[config.mk]
export PLATFORM = sky130hd
export DESIGN_NAME = calc_unit
export DESIGN_NICKNAME = d
export VERILOG_FILES = /design/src/rtl/calc_pkg.sv /design/src/rtl/btn_edge_sync.sv /design/src/rtl/calc_unit.sv
export SDC_FILE = /design/constraint.sdc
export NUM_CORES = 1
export LEC_CHECK = 0
export ABC_AREA = 1
export BUFFER_PORTS_ARGS = -buffer_cell sky130_fd_sc_hd__clkbuf_2
export CAP_MARGIN = 20
export CORE_UTILIZATION = 52
export DETAILED_ROUTE_END_ITERATION = 10
export PLACE_DENSITY = 0.82
export SLEW_MARGIN = 30
export SYNTH_ARGS = -nofsm -noshare
export SYNTH_HDL_FRONTEND = slang
export SYNTH_HIERARCHICAL = 1
export SYNTH_SLANG_ARGS = --single-unit
export TNS_END_PERCENT = 50
[constraint.sdc]
create_clock -name CLOCK -period 1.9 [get_ports CLOCK]
set_input_delay 0.38 -clock CLOCK [delete_from_list [all_inputs] [get_ports CLOCK]]
set_output_delay 0.38 -clock CLOCK [all_outputs]
set_load 0.02 [all_outputs]
[src/rtl/calc_pkg.sv]
// Shared definitions for the calculator unit: FSM states, operation codes
// and the default operand width.
package calc_pkg;

    // Default operand/result width in bits (two's complement)
    localparam int CALC_W = 8;

    // Operation select values seen on op_sub
    localparam logic OP_ADD = 1'b0;
    localparam logic OP_SUB = 1'b1;

    // FSM states; encoding 2'd3 is illegal and recovers to S_A
    typedef enum logic [1:0] {
        S_A   = 2'd0,
        S_B   = 2'd1,
        S_RES = 2'd2
    } calc_state_e;

endpackage

[src/rtl/btn_edge_sync.sv]
// Button conditioner: multi-flop synchronizer followed by a rising-edge
// detector that emits one registered pulse per press.
// SYNC_STAGES must be at least 2.
module btn_edge_sync #(
    parameter int SYNC_STAGES = 2
) (
    input  logic CLOCK,
    input  logic RESET,
    input  logic btn_in,
    output logic pulse_out
);

    logic [SYNC_STAGES-1:0] sync_r;
    logic [SYNC_STAGES-1:0] vld_r;
    logic                   pulse_r;

    // Synchronizer chain; vld_r tracks which stages hold real post-reset samples,
    // so a button held through reset is not mistaken for a fresh press
    always_ff @(posedge CLOCK) begin
        if (RESET) begin
            sync_r <= {SYNC_STAGES{1'b0}};
            vld_r  <= {SYNC_STAGES{1'b0}};
        end else begin
            sync_r <= {sync_r[SYNC_STAGES-2:0], btn_in};
            vld_r  <= {vld_r[SYNC_STAGES-2:0], 1'b1};
        end
    end

    // Registered edge pulse: look one stage ahead so the pulse is high exactly
    // while the last stage first shows a valid 1 after a valid 0
    always_ff @(posedge CLOCK) begin
        if (RESET) begin
            pulse_r <= 1'b0;
        end else begin
            pulse_r <= vld_r[SYNC_STAGES-2] & sync_r[SYNC_STAGES-2] &
                       vld_r[SYNC_STAGES-1] & ~sync_r[SYNC_STAGES-1];
        end
    end

    assign pulse_out = pulse_r;

endmodule

[src/rtl/calc_unit.sv]
// Two-operand calculator: captures A then B on "enter" presses, computes
// A+B or A-B with signed-overflow detection and holds the result.
module calc_unit
    import calc_pkg::*;
#(
    parameter int W           = CALC_W,
    parameter int SYNC_STAGES = 2
) (
    input  logic         CLOCK,
    input  logic         RESET,
    input  logic [W-1:0] in_data,
    input  logic         in_valid,
    input  logic         load_btn,
    input  logic         clr_btn,
    input  logic         op_sub,
    output logic [W-1:0] op_a,
    output logic [W-1:0] op_b,
    output logic [W-1:0] result,
    output logic         ovf,
    output logic         err,
    output logic [1:0]   stage
);

    logic         load_p_s;
    logic         clr_p_s;
    calc_state_e  state_r;
    calc_state_e  state_next_s;
    logic [W-1:0] op_a_r;
    logic [W-1:0] op_a_next_s;
    logic [W-1:0] op_b_r;
    logic [W-1:0] op_b_next_s;
    logic [W-1:0] result_r;
    logic [W-1:0] result_next_s;
    logic         ovf_r;
    logic         ovf_next_s;
    logic         err_r;
    logic         err_next_s;
    logic [W-1:0] b_eff_s;
    logic [W-1:0] sum_s;
    logic         ovf_calc_s;

    // Signed overflow from operand signs; subtraction uses the A/B sign rule
    // directly so B = -2^(W-1) is handled correctly
    function automatic logic signed_ovf(input logic [W-1:0] a,
                                        input logic [W-1:0] b,
                                        input logic         sub,
                                        input logic [W-1:0] r);
        if (sub == OP_SUB) begin
            return (a[W-1] != b[W-1]) && (r[W-1] != a[W-1]);
        end else begin
            return (a[W-1] == b[W-1]) && (r[W-1] != a[W-1]);
        end
    endfunction

    btn_edge_sync #(.SYNC_STAGES(SYNC_STAGES)) u_load_sync (
        .CLOCK     (CLOCK),
        .RESET     (RESET),
        .btn_in    (load_btn),
        .pulse_out (load_p_s)
    );

    btn_edge_sync #(.SYNC_STAGES(SYNC_STAGES)) u_clr_sync (
        .CLOCK     (CLOCK),
        .RESET     (RESET),
        .btn_in    (clr_btn),
        .pulse_out (clr_p_s)
    );

    // Adder: A + B, or A + ~B + 1 for subtraction, wrapped to W bits
    always_comb begin
        b_eff_s    = (op_sub == OP_SUB) ? ~in_data : in_data;
        sum_s      = op_a_r + b_eff_s + {{(W-1){1'b0}}, op_sub};
        ovf_calc_s = signed_ovf(op_a_r, in_data, op_sub, sum_s);
    end

    // Next-state and next-register logic; priority is clear over enter
    always_comb begin
        state_next_s  = state_r;
        op_a_next_s   = op_a_r;
        op_b_next_s   = op_b_r;
        result_next_s = result_r;
        ovf_next_s    = ovf_r;
        err_next_s    = err_r;

        if (clr_p_s) begin
            state_next_s  = S_A;
            op_a_next_s   = {W{1'b0}};
            op_b_next_s   = {W{1'b0}};
            result_next_s = {W{1'b0}};
            ovf_next_s    = 1'b0;
            err_next_s    = 1'b0;
        end else begin
            case (state_r)
                S_A: begin
                    if (load_p_s && in_valid) begin
                        op_a_next_s  = in_data;
                        err_next_s   = 1'b0;
                        state_next_s = S_B;
                    end else if (load_p_s) begin
                        err_next_s   = 1'b1;
                    end else begin
                        state_next_s = S_A;
                    end
                end
                S_B: begin
                    if (load_p_s && in_valid) begin
                        op_b_next_s   = in_data;
                        result_next_s = sum_s;
                        ovf_next_s    = ovf_calc_s;
                        err_next_s    = 1'b0;
                        state_next_s  = S_RES;
                    end else if (load_p_s) begin
                        err_next_s    = 1'b1;
                    end else begin
                        state_next_s  = S_B;
                    end
                end
                S_RES: begin
                    if (load_p_s) begin
                        state_next_s  = S_A;
                        op_a_next_s   = {W{1'b0}};
                        op_b_next_s   = {W{1'b0}};
                        result_next_s = {W{1'b0}};
                        ovf_next_s    = 1'b0;
                        err_next_s    = 1'b0;
                    end else begin
                        state_next_s  = S_RES;
                    end
                end
                default: begin
                    state_next_s = S_A;
                end
            endcase
        end
    end

    // State and capture registers with synchronous reset
    always_ff @(posedge CLOCK) begin
        if (RESET) begin
            state_r  <= S_A;
            op_a_r   <= {W{1'b0}};
            op_b_r   <= {W{1'b0}};
            result_r <= {W{1'b0}};
            ovf_r    <= 1'b0;
            err_r    <= 1'b0;
        end else begin
            state_r  <= state_next_s;
            op_a_r   <= op_a_next_s;
            op_b_r   <= op_b_next_s;
            result_r <= result_next_s;
            ovf_r    <= ovf_next_s;
            err_r    <= err_next_s;
        end
    end

    assign op_a   = op_a_r;
    assign op_b   = op_b_r;
    assign result = result_r;
    assign ovf    = ovf_r;
    assign err    = err_r;
    assign stage  = state_r;

endmodule

* Word-level counts from Yosys, hierarchy flattened
Cells that the tools add are included.
** Cells by class
- Add/sub/neg operators :: 2
- Equal/unequal tests :: 11
- Bitwise logic cells :: 9
- Reductions and logical operators :: 13
- Muxes and demuxes :: 22
** Operators with widths (number)
- $pmux W8 S2 :: 3
- $mux W8 :: 4
- $mux W2 :: 5
- $reduce_and A3 Y1 :: 3
- $add A8 B1 Y8 :: 1
- $add A8 B8 Y8 :: 1
- $not A8 Y8 :: 1
- $mux W1 :: 7
- $and A1 B1 Y1 :: 6
- $ne A3 B3 Y1 const B :: 2
- $pmux W2 S3 :: 1
- $reduce_bool A2 Y1 :: 3
- $ne A2 B2 Y1 const B :: 2
- $pmux W1 S2 :: 2
- $reduce_or A2 Y1 :: 2
- $logic_and A1 B1 Y1 :: 3
- $ne A3 B1 Y1 const B :: 1
- $eq A2 B1 Y1 const B :: 1
- $eq A2 B2 Y1 const B :: 1
- $logic_not A2 Y1 :: 1
- $ne A1 B1 Y1 :: 2
- $ne A2 B1 Y1 const B :: 1
- $not A1 Y1 :: 2
- $reduce_and A2 Y1 :: 1
- $eq A1 B1 Y1 :: 1
** Word-level totals
- Output and inout bits :: 28
- Word-level logic and storage cells :: 71
- Bits in registers :: 38
- Input port bits :: 14

* Longest topological paths before layout
- Depth after elaboration :: 9
- Mapped depth :: 12

* Cells and area by module
The synthesis kept the hierarchy.
** Modules (own cells, without submodules)
- calc_unit :: seq. area each 560.5 µm², area each 1451.4 µm², cells an instance 196, times used 1
- btn_edge_sync :: seq. area each 100.1 µm², area each 143.9 µm², cells an instance 15, times used 2

* Worst setup path before layout
OpenSTA, ideal clock, no wires.
- Path kind :: input port to flip-flop
- Start point :: input op_sub
- End point :: register ovf_r (netlist: ovf)
- Setup slack :: 0.116 ns
- Data required time :: 1.830 ns
- Arrival time :: 1.714 ns
- Setup time :: 0.070 ns
- Cell stages on the path :: 10
- Cells stage by stage :: buf_2 > xor2_1 > ha_1 > a21oi_1 > nor2_1 > nor2_1 > nand2_1 > nand2_1 > nand3_1 > a21oi_1
** Between the ends
- Word-level cells in the longest chain between the ends :: 8
** RTL lines
- from (decl) :: line calc_unit.sv:15 : input logic op_sub,
- $mux W8 :: line calc_unit.sv:71 : b_eff_s = (op_sub == OP_SUB) ? ~in_data : in_data;
- $add A8 B8 Y8 :: line calc_unit.sv:72 : sum_s = op_a_r + b_eff_s + {{(W-1){1'b0}}, op_sub};
- $add A8 B1 Y8 :: line calc_unit.sv:72
- $ne A1 B1 Y1 :: line calc_unit.sv:49, calc_unit.sv:51
- $logic_and A1 B1 Y1, on equally long branches :: line calc_unit.sv:51, calc_unit.sv:49
- $mux W1 * :: line calc_unit.sv:48 : if (sub == OP_SUB) begin
- $mux W1 * :: line calc_unit.sv:106 : if (load_p_s && in_valid) begin
- $pmux W1 S2 * :: line calc_unit.sv:93 : case (state_r)
- to (signal assigned) :: line calc_unit.sv:151 : ovf_r <= ovf_next_s;
- to (decl) :: line calc_unit.sv:34 : logic ovf_r;
Every way passes the cells marked *; elsewhere a longest branch is shown, timed or not. The select of a mux whose other input is x is not followed.
A chain may end at the register's enable or synchronous reset.

* Final worst setup path
- Start point :: input op_sub
- End point :: register result_r[7] (netlist: result[7])
** Between the ends
- Word-level cells in the longest chain between the ends :: 5
** RTL lines
- $mux W8 :: line calc_unit.sv:71
- $add A8 B8 Y8 :: line calc_unit.sv:72
- $add A8 B1 Y8 * :: line calc_unit.sv:72
- $mux W8 * :: line calc_unit.sv:106
- $pmux W8 S2 * :: line calc_unit.sv:93
- to (signal assigned) :: line calc_unit.sv:143 : result_r <= {W{1'b0}};
- to (signal assigned) :: line calc_unit.sv:150 : result_r <= result_next_s;
- to (decl) :: line calc_unit.sv:32 : logic [W-1:0] result_r;
Marks and branches as above.

==> flow_metrics.env <==
export IMPL_hold_depth=3
export IMPL_track_usage_pct=22.86
export IMPL_outcome="finished, final reports clean"
export IMPL_clkSinkCount=38
export IMPL_synth_cell_type_count=26
export IMPL_die_w_microns=59.83
export IMPL_drive_above_1_share_pct=26.09
export IMPL_drt_iter0_markers=44
export IMPL_period_share_pct=88.15
export IMPL_ys_seq_elements=38
export IMPL_h_tree_depth=2
export IMPL_place_congestion=0.8442
export IMPL_drv_cap=0
export IMPL_synth_top_family_by_area="simple AND/OR/NAND/NOR gates"
export IMPL_root_buffer="clkbuf_4"
export IMPL_tns_ns=0
export IMPL_post_cts_resized=0
export IMPL_die_area_sq_um=3580
export IMPL_antennaDiodeCount=0
export IMPL_finalClockSkew_ns=0.007910
export IMPL_cts_hold_buf=0
export IMPL_min_to="u_clr_sync/sync_r[0]$_SDFF_PP0_"
export IMPL_grt_pass1_vias=1415
export IMPL_core_sq_um=3103
export IMPL_grt_max_degree=29
export IMPL_crit_path_end_kind="register"
export IMPL_die_y_microns=59.83
export IMPL_start_util_pct=56.05
export IMPL_slew_headroom_pct=67.24
export IMPL_setup_violations=0
export IMPL_dp_hpwl_microns=2734
export IMPL_area_growth_syn_to_layout_pct=21.65
export IMPL_cts_tree="yes"
export IMPL_p_total_w=0.001632
export IMPL_hold_class="in -> reg"
export IMPL_wl_microns=3729
export IMPL_worstRegToRegCells=8
export IMPL_rsz0062_at_grt="false"
export IMPL_synthMuxAreaShare_pct=0
export IMPL_start_kind="input pin"
export IMPL_finalCriticalPeriod_ns=1.675
export IMPL_syn_nets=247
export IMPL_worstPathArrival_ns=1.96
export IMPL_yosys_area_share_xor_xnor_pct=4.532
export IMPL_p_per_area_nw_per_um2=771.3
export IMPL_p_leak_nw=0.9816
export IMPL_grt_ovfl_total=0
export IMPL_syn_inst=226
export IMPL_critPathKind="in -> reg"
export IMPL_synth_area_sq_um=1739
export IMPL_final_cell_mix="nand2_1, clkbuf_2, dfxtp_1, a21oi_1"
export IMPL_r2r_start="op_a[4]$_SDFFE_PP0P_"
export IMPL_slowest_stage="ha_1"
export IMPL_drcViolationCount=0
export IMPL_path_cells="clkbuf_2 > xor2_1 > ha_1 > a21oi_1 > nor2_1 > nor2_1 > nand2_1 > nand2_1 > nand3_1 > a21oi_1"
export IMPL_fin_nets=296
export IMPL_ir_worst_vdd_mv=0.6173
export IMPL_antenna_found_initial=0
export IMPL_critPathMaxFanout=9
export IMPL_cts_buffers=5
export IMPL_seq_area_frac_synth_pct=43.74
export IMPL_grt_pass1_wl_microns=5968
export IMPL_cpPeakStageDelay_ns=0.34
export IMPL_rows=20
export IMPL_crit_family="simple AND/OR/NAND/NOR gates"
export IMPL_final_max_slew_viol_count=0
export IMPL_rrSetupSlack_ns=0.27
export IMPL_avgViaCountPerCell=5.100
export IMPL_max_clock_freq_ghz=0.5970
export IMPL_final_common_cell="nand2_1"
export IMPL_post_cts_setup_buffers=0
export IMPL_synth_compound_area_share_pct=12.66
export IMPL_synth_simple_area_share_pct=26.40
export IMPL_ys_warn_count=6
export IMPL_synth_fa_ha_area_share_pct=5.468
export IMPL_drt_first_pass_iters=4
export IMPL_tightestPinTransition_ns=0.4906
export IMPL_path_buf_inv=1
export IMPL_hp_start="clr_btn"
export IMPL_wl_per_cell_microns=11.65
export IMPL_route_vias_total=1632
export IMPL_ant_nets=0
export IMPL_ios=42
export IMPL_r2r_end="result[7]$_SDFFE_PP0P_"
export IMPL_avgSynthCellArea_sq_um=7.695
export IMPL_cts_buffer_depth=2
export IMPL_hold_viol=0
export IMPL_clock_latency_ns=0.35
export IMPL_cp_required_ns=2.18
export IMPL_clkSlewWorstSetupHoldPaths_ns=0.12
export IMPL_portBuffers=41
-- worst reg2reg max path: cells and delay by family, from the launching register on --
kind | cells | cell delay (ns)
and+or+nand+nor | 5 | 0.47
AOI/OAI and AO/OA | 2 | 0.39
adders and majority gates | 1 | 0.35
DFF | 1 | 0.36
-- worst max-delay path by stage --
stage,startpoint,to,slack (ns),cells past startpoint
detailed placement,op_sub,result[7]$_SDFFE_PP0P_,-0.12,12
global placement,op_sub,ovf$_SDFFE_PP0P_,0.0009,10
floorplan,op_sub,ovf$_SDFFE_PP0P_,0.12,10
finish,op_sub,result[7]$_SDFFE_PP0P_,0.23,10
global route,op_sub,ovf$_SDFFE_PP0P_,0.06,10
CTS,op_sub,result[7]$_SDFFE_PP0P_,0.24,12
-- report_power, final --
group	internal, W	switching, W	leakage (nW)	total [W]
sequential	0.000806	0.00000439	0.308	0.000811
clock	0.000412	0.000275	0.0554	0.000686
combinational	0.0000513	0.0000837	0.618	0.000135
total	0.00127	0.000363	0.982	0.00163
-- Yosys cell counts --
master / n / area share (%)
nand2_1: 59 / 13
dfxtp_1: 38 / 44
a21oi_1: 33 / 9.5
inv_1: 19 / 4.1
nand3_1: 19 / 5.5
nor2_1: 11 / 2.4
xor2_1: 9 / 4.5
ha_1: 6 / 4.3
inv_2: 5 / 1.1
nand2_2: 3 / 1.1
nand4_1: 3 / 1.1
or2_2: 3 / 1.1
buf_1: 2 / 0.43
buf_6: 2 / 1.3
nor2_2: 2 / 0.72
o21ai_1: 2 / 0.58
a211oi_1: 1 / 0.43
a21o_1: 1 / 0.43
buf_2: 1 / 0.29
fa_1: 1 / 1.2
nor2_4: 1 / 0.65
nor3_1: 1 / 0.29
nor3_4: 1 / 0.94
o21ai_0: 1 / 0.29
o21ai_2: 1 / 0.50
o21ai_4: 1 / 0.94
-- final cells by class --
type,instances,area (sq um)
Clock buffer,5,37.54
Clock inverter,3,68.82
Fill cell,292,987.2
Inverter,24,90.09
Multi-Input combinational cell,159,853.3
Sequential cell,38,760.7
Tap cell,44,55.05
Timing Repair Buffer,47,250.2
-- registers in the layout, summed over array words and instances (netlist names) --
| signal | cells |
|---|---|
| op_a | 8 |
| u_load_sync/sync_r | 2 |
| u_load_sync/pulse_out | 1 |
| u_clr_sync/vld_r | 2 |
| stage | 2 |
| u_clr_sync/pulse_out | 1 |
| ovf | 1 |
| op_b | 8 |
| err | 1 |
| result | 8 |
| u_load_sync/vld_r | 2 |
| u_clr_sync/sync_r | 2 |
-- through the flow --
stage / hold WS [ns] / instance area, sq um / instances / utilization [%] / setup slack, ns
finish: 0.2003 / 2116 / 320 / 68.19 / 0.2251
global route: 0.1950 / 2116 / 320 / 68.19 / 0.06022
CTS: 0.1971 / 2116 / 320 / 68.19 / 0.2450
detailed placement: 0.4166 / 2009 / 312 / 64.76 / -0.1234
global placement: 0.4101 / 2009 / 312 / 64.76 / 0.0009015
floorplan: 0.4036 / 1739 / 226 / - / 0.1157
-- kinds of logic after synthesis --
logic type	after synthesis
AOI/OAI and AO/OA	40
and+or+nand+nor	103
DFF	38
buffers and inverters	29
adders and majority gates	7
xor gates and xnor gates	9
-- metal layers --
| metal | global-route usage, % | routed length, microns |
|---|---|---|
| met1 | 27.82 | 1710 |
| met2 | 37.30 | 1728 |
| met4 | 11.96 | 78 |
| met3 | 5.411 | 212 |
| met5 | 0 | 0 |
Power figures use the tool's default switching activity.
